File: src/rtl/wb_arb_m.sv
// rtl/wb_arb_m.sv - register-file writeback arbiter: ALU vs buffered memory results, with a pending-write scoreboard
module wb_arb_m #(
  parameter int REGW   = 32,
  parameter int MSB    = 4,
  parameter int STARVE = 4
) (
  input  logic                    clk,
  input  logic                    arst_n,
  input  logic                    alu_valid,
  input  logic [MSB:0]            alu_rd,
  input  logic [REGW-1:0]         alu_data,
  output logic                    alu_ready,
  input  logic                    mem_valid,
  input  logic [MSB:0]            mem_rd,
  input  logic [REGW-1:0]         mem_data,
  output logic                    mem_ready,
  input  logic                    iss_valid,
  input  logic [MSB:0]            iss_rd,
  output logic                    we3,
  output logic [MSB:0]            a3,
  output logic [REGW-1:0]         wd3,
  output logic [2**(MSB+1)-1:0]   busy
);

  localparam int NR = 2 ** (MSB + 1);
  localparam int CW = (STARVE > 1) ? $clog2(STARVE) : 1;

  logic [MSB:0]    frd_q   [2];
  logic [REGW-1:0] fdata_q [2];
  logic            head_q;
  logic [1:0]      cnt_q, cnt_d;
  logic            mem_ready_q;
  logic [CW-1:0]   stv_q, stv_d;
  logic [NR-1:0]   busy_q, busy_d;
  logic            we3_q;
  logic [MSB:0]    a3_q;
  logic [REGW-1:0] wd3_q;

  logic            fifo_ne, stv_max, alu_win, pop, push, win_any, tail;
  logic [MSB:0]    win_rd;
  logic [REGW-1:0] win_data;

  // The ALU is only held off once a queued memory result has been passed over STARVE-1 times.
  assign fifo_ne   = (cnt_q != 2'd0);
  assign stv_max   = (stv_q == CW'(STARVE - 1));
  assign alu_ready = !(stv_max && fifo_ne);
  assign alu_win   = alu_valid && alu_ready;
  assign pop       = !alu_win && fifo_ne;
  assign push      = mem_valid && mem_ready_q;
  assign win_any   = alu_win || pop;
  assign win_rd    = alu_win ? alu_rd   : frd_q[head_q];
  assign win_data  = alu_win ? alu_data : fdata_q[head_q];
  assign tail      = head_q ^ cnt_q[0];
  assign cnt_d     = cnt_q + {1'b0, push} - {1'b0, pop};

  always_comb begin
    stv_d = stv_q;
    if (pop)
      stv_d = '0;
    else if (fifo_ne && alu_win && !stv_max)
      stv_d = stv_q + CW'(1);
  end

  // An issue reservation beats a same-edge writeback to the same register.
  always_comb begin
    busy_d = '0;
    for (int r = 1; r < NR; r++) begin
      busy_d[r] = (busy_q[r] && !(win_any && win_rd == r[MSB:0])) ||
                  (iss_valid && iss_rd == r[MSB:0]);
    end
  end

  always_ff @(posedge clk or negedge arst_n) begin
    if (!arst_n) begin
      frd_q       <= '{default: '0};
      fdata_q     <= '{default: '0};
      head_q      <= 1'b0;
      cnt_q       <= 2'd0;
      mem_ready_q <= 1'b0;
      stv_q       <= '0;
      busy_q      <= '0;
      we3_q       <= 1'b0;
      a3_q        <= '0;
      wd3_q       <= '0;
    end else begin
      if (push) begin
        frd_q[tail]   <= mem_rd;
        fdata_q[tail] <= mem_data;
      end
      if (pop)
        head_q <= ~head_q;
      cnt_q       <= cnt_d;
      mem_ready_q <= (cnt_d != 2'd2);
      stv_q       <= stv_d;
      busy_q      <= busy_d;
      we3_q       <= win_any && (win_rd != '0);
      if (win_any && win_rd != '0) begin
        a3_q  <= win_rd;
        wd3_q <= win_data;
      end
    end
  end

  assign mem_ready = mem_ready_q;
  assign busy      = busy_q;
  assign we3       = we3_q;
  assign a3        = a3_q;
  assign wd3       = wd3_q;

endmodule
File: config.mk
export PLATFORM = sky130hd
export DESIGN_NAME = wb_arb_m
export DESIGN_NICKNAME = d
export VERILOG_FILES = /design/src/rtl/wb_arb_m.sv
export SDC_FILE = /design/constraint.sdc
export NUM_CORES = 1
export LEC_CHECK = 0
export ABC_AREA = 1
export BUFFER_PORTS_ARGS = -buffer_cell sky130_fd_sc_hd__buf_2
export CAP_MARGIN = 40
export CORE_MARGIN = 2
export CORE_UTILIZATION = 30
export DETAILED_ROUTE_END_ITERATION = 8
export HOLD_SLACK_MARGIN = 0.02
export PLACE_DENSITY_LB_ADDON = 0.3
export RECOVER_POWER = 25
export SETUP_SLACK_MARGIN = 0.3
export SYNTH_ARGS = -nofsm -noshare
export SYNTH_HDL_FRONTEND = slang
export SYNTH_SLANG_ARGS = --single-unit
export TNS_END_PERCENT = 20
File: constraint.sdc
create_clock -name clk -period 2.15 [get_ports clk]
set_input_delay 0 -clock clk [delete_from_list [all_inputs] [get_ports clk]]
set_output_delay 0 -clock clk [all_outputs]
set_load 0.02 [all_outputs]
==> results.sh <==
export IMPL_initialDrtViolationCount=325
export IMPL_rsz0062_at_grt="true"
export IMPL_netlist_area_sq_mm=0.00702
export IMPL_area_growth_pct=39.9
export IMPL_layout_cells_most_common="nand2_1"
export IMPL_io_buffers=154
export IMPL_relSlewSlack_pct=-0.470
export IMPL_pwr_share_comb_pct=45.2
export IMPL_gp_congestion=0.811
export IMPL_grt_pass1_wl_mm=33.3
export IMPL_tritoncts="built"
export IMPL_yosysWarnings=0
export IMPL_syn_num_nets=940
export IMPL_p_seq_share_pct=34.5
export IMPL_n_antenna_cell=0
export IMPL_viasPerCell=4.58
export IMPL_violations="max-capacitance violations, max-slew violations"
export IMPL_cts_max_level=4
export IMPL_drtPass1Iterations=5
export IMPL_drc_errors=0
export IMPL_slew_violations=57
export IMPL_critPathSlowestCell="dfrtp_2"
export IMPL_grt_overflow=0
export IMPL_clock_sinks=149
export IMPL_maxCapViolations=1
export IMPL_final_hold_viol_count=0
export IMPL_final_util_pct=43.1
export IMPL_synthTopCellsByArea="dfrtp_1 53%, nand2_1 15%, o21ai_0 7.8%"
export IMPL_synthCells=853
export IMPL_avgSynthCellArea_sq_um=8.23
export IMPL_yosysSeqAreaShare_pct=53.1
export IMPL_fin_crit_ns=1.85
export IMPL_hold_class="primary input to register"
export IMPL_grt_pass1_vias=6415
export IMPL_switchingPower_w=0.00608
export IMPL_row_count=55
export IMPL_routed_wl_mm=21.2
export IMPL_start_util_pct=30.8
export IMPL_period_share_pct=86.1
export IMPL_grt_max_degree=75
export IMPL_die_y_um=157
export IMPL_core_sq_mm=0.0228
export IMPL_layout_common_cells="281 x nand2_1, 153 x buf_2, 147 x dfrtp_1, 94 x o21ai_0, 77 x dlygate4sd3_1"
export IMPL_cp_cell_sequence="o21ai_4 > nand2_4 > inv_2 > nor2_2 > ha_1 > inv_1 > ha_1 > xnor2_2 > nand2_1"
export IMPL_setup_tns_ns=0
export IMPL_worst_pin_slew_ns=1.51
export IMPL_vias=6485
export IMPL_synth_top_area_cell="dfrtp_1"
export IMPL_cpMostUsedCell="ha_1"
export IMPL_final_nets=1177
export IMPL_critPathKind="register to register"
export IMPL_wl_per_cell_um=15.0
export IMPL_max_stage_delay_ns=0.45
export IMPL_power_share_switching_pct=42.3
export IMPL_cts_made_buffers=17
export IMPL_yosys_area_top_type_share_pct=53.1
export IMPL_drive_gt1_share_pct=25.7
export IMPL_power_leakage_nw=4.93
export IMPL_ios=156
export IMPL_finalSetupViolCount=0
export IMPL_cp_end_kind="register"
export IMPL_fin_skew_ns=0.0150
export IMPL_clk_pin_slew_ns=0.06
export IMPL_worstSetupStartpointType="register"
export IMPL_status="complete, but fails checks"
export IMPL_ant_nets=0
export IMPL_power_density_mw_per_mm2=1460
export IMPL_clock_latency_ns=0.43
export IMPL_root_buffer="clkbuf_16"
export IMPL_required_ns=2.46
export IMPL_ys_types=26
export IMPL_peakVddDrop_mv=0.727
export IMPL_dieWidth_um=157
export IMPL_die_area_sq_mm=0.0246
export IMPL_crit_arrival_ns=2.17
export IMPL_path_max_fanout=6
export IMPL_clockPowerShare_pct=20.3
export IMPL_synth_seq_cells=149
export IMPL_cts_buffer_depth=2
export IMPL_place_hpwl_mm=13.9
export IMPL_antenna_found_initial=0
export IMPL_grt_usage_pct=17.4
export IMPL_p_int_w=0.00828
export IMPL_max_freq_mhz=540
-- routing by layer --
metal	GRT usage, %	up-vias	part of all wire (%)
li1	-	3223	-
met5	0	-	0
met2	29.1	211	48
met3	3.58	29	5.8
met4	6.03	0	2.0
met1	22.4	3022	44
-- power groups by stage --
stage	logic (W)	clock network (W)	registers (W)
finish	0.00649	0.00291	0.00496
global route	0.00728	0.00309	0.00514
detailed placement	0.00591	0	0.00500
global placement	0.00584	0	0.00498
floorplan	0.00331	0	0.00557
CTS	0.00618	0.00297	0.00496
-- through the flow --
stage	cell area, sq um	worst slack [ns]	hold WS, ns	total power, W	std cells
floorplan	7020	0.329	-0.296	0.00888	853
global placement	8200	0.169	-0.000446	0.0108	1291
detailed placement	8200	0.112	-0.00215	0.0109	1291
CTS	9640	0.238	0.0212	0.0141	1408
global route	9820	0.195	0.0474	0.0155	1415
finish	9820	0.298	0.0364	0.0144	1415
-- cell type report --
type / count / area [sq um]
Clock buffer: 22 / 484
Inverter: 57 / 215
Sequential cell: 149 / 3730
Timing Repair Buffer: 269 / 1990
Clock inverter: 9 / 88.8
Tap cell: 313 / 392
Multi-Input combinational cell: 596 / 2920
Fill cell: 2286 / 13000
-- synthesized netlist by cell type (all sizes together) --
cell type  count
nor2          61
clkbuf        26
nand3         81
o21ai        110
dfrtp        149
xor2           1
ha             3
nand2        296
buf           26
xnor2          3
inv           57
a31oi         32
nand3b         4
conb           1
or2            3
-- flip-flops by register name, indices dropped and copies added, names as in the netlist --
register / cells
frd_q: 10
we3: 1
fdata_q: 64
head_q: 1
cnt_q: 2
mem_ready: 1
stv_q: 2
a3: 5
wd3: 32
busy: 31
-- critical path: cells and delay by family (launching register included) --
kind                     cells  cell delay, ns
adder cells (fa/ha/maj)      2            0.48
flip-flops                   1            0.45
AO/OA/AOI/OAI                1            0.27
AND/OR/NAND/NOR              3            0.25
XOR/XNOR                     1            0.16
buffers and inverters        2            0.14
-- path summary, 6_finish.rpt --
path | start | endpoint | slack, ns | cells after the start
hold reg to reg | fdata_q[39]$_DFFE_PN0P_ | fdata_q[39]$_DFFE_PN0P_ | 0.48 | 2
hold / removal | iss_rd[4] | busy[11]$_DFF_PN0_ | 0.04 | 5
setup / recovery | cnt_q[0]$_DFF_PN0_ | mem_ready$_DFF_PN0_ | 0.30 | 9
min in group asynchronous | arst_n | busy[6]$_DFF_PN0_ | 0.46 | 2
max in group asynchronous | arst_n | fdata_q[17]$_DFFE_PN0P_ | 0.63 | 3
setup reg to reg | cnt_q[0]$_DFF_PN0_ | mem_ready$_DFF_PN0_ | 0.30 | 9
-- what timing repair did --
item	in CTS	in global routing
hold endpoints to repair	211	2
hold buffers	76	1
resized for setup	11	41
endpoints found under the setup margin	64	107
pin swaps	4	11
setup buffers	9	4
gates cloned	1	2
-- kinds of logic after synthesis --
family / Yosys count / share of synthesized area [%]
flip-flops: 149 / 53.1
buffers and inverters: 109 / 6.98
AND/OR/NAND/NOR: 445 / 28.0
AO/OA/AOI/OAI: 142 / 10.9
adder cells (fa/ha/maj): 3 / 0.535
other: 1 / 0.0534
XOR/XNOR: 4 / 0.499
Power figures use the tool's default switching activity.
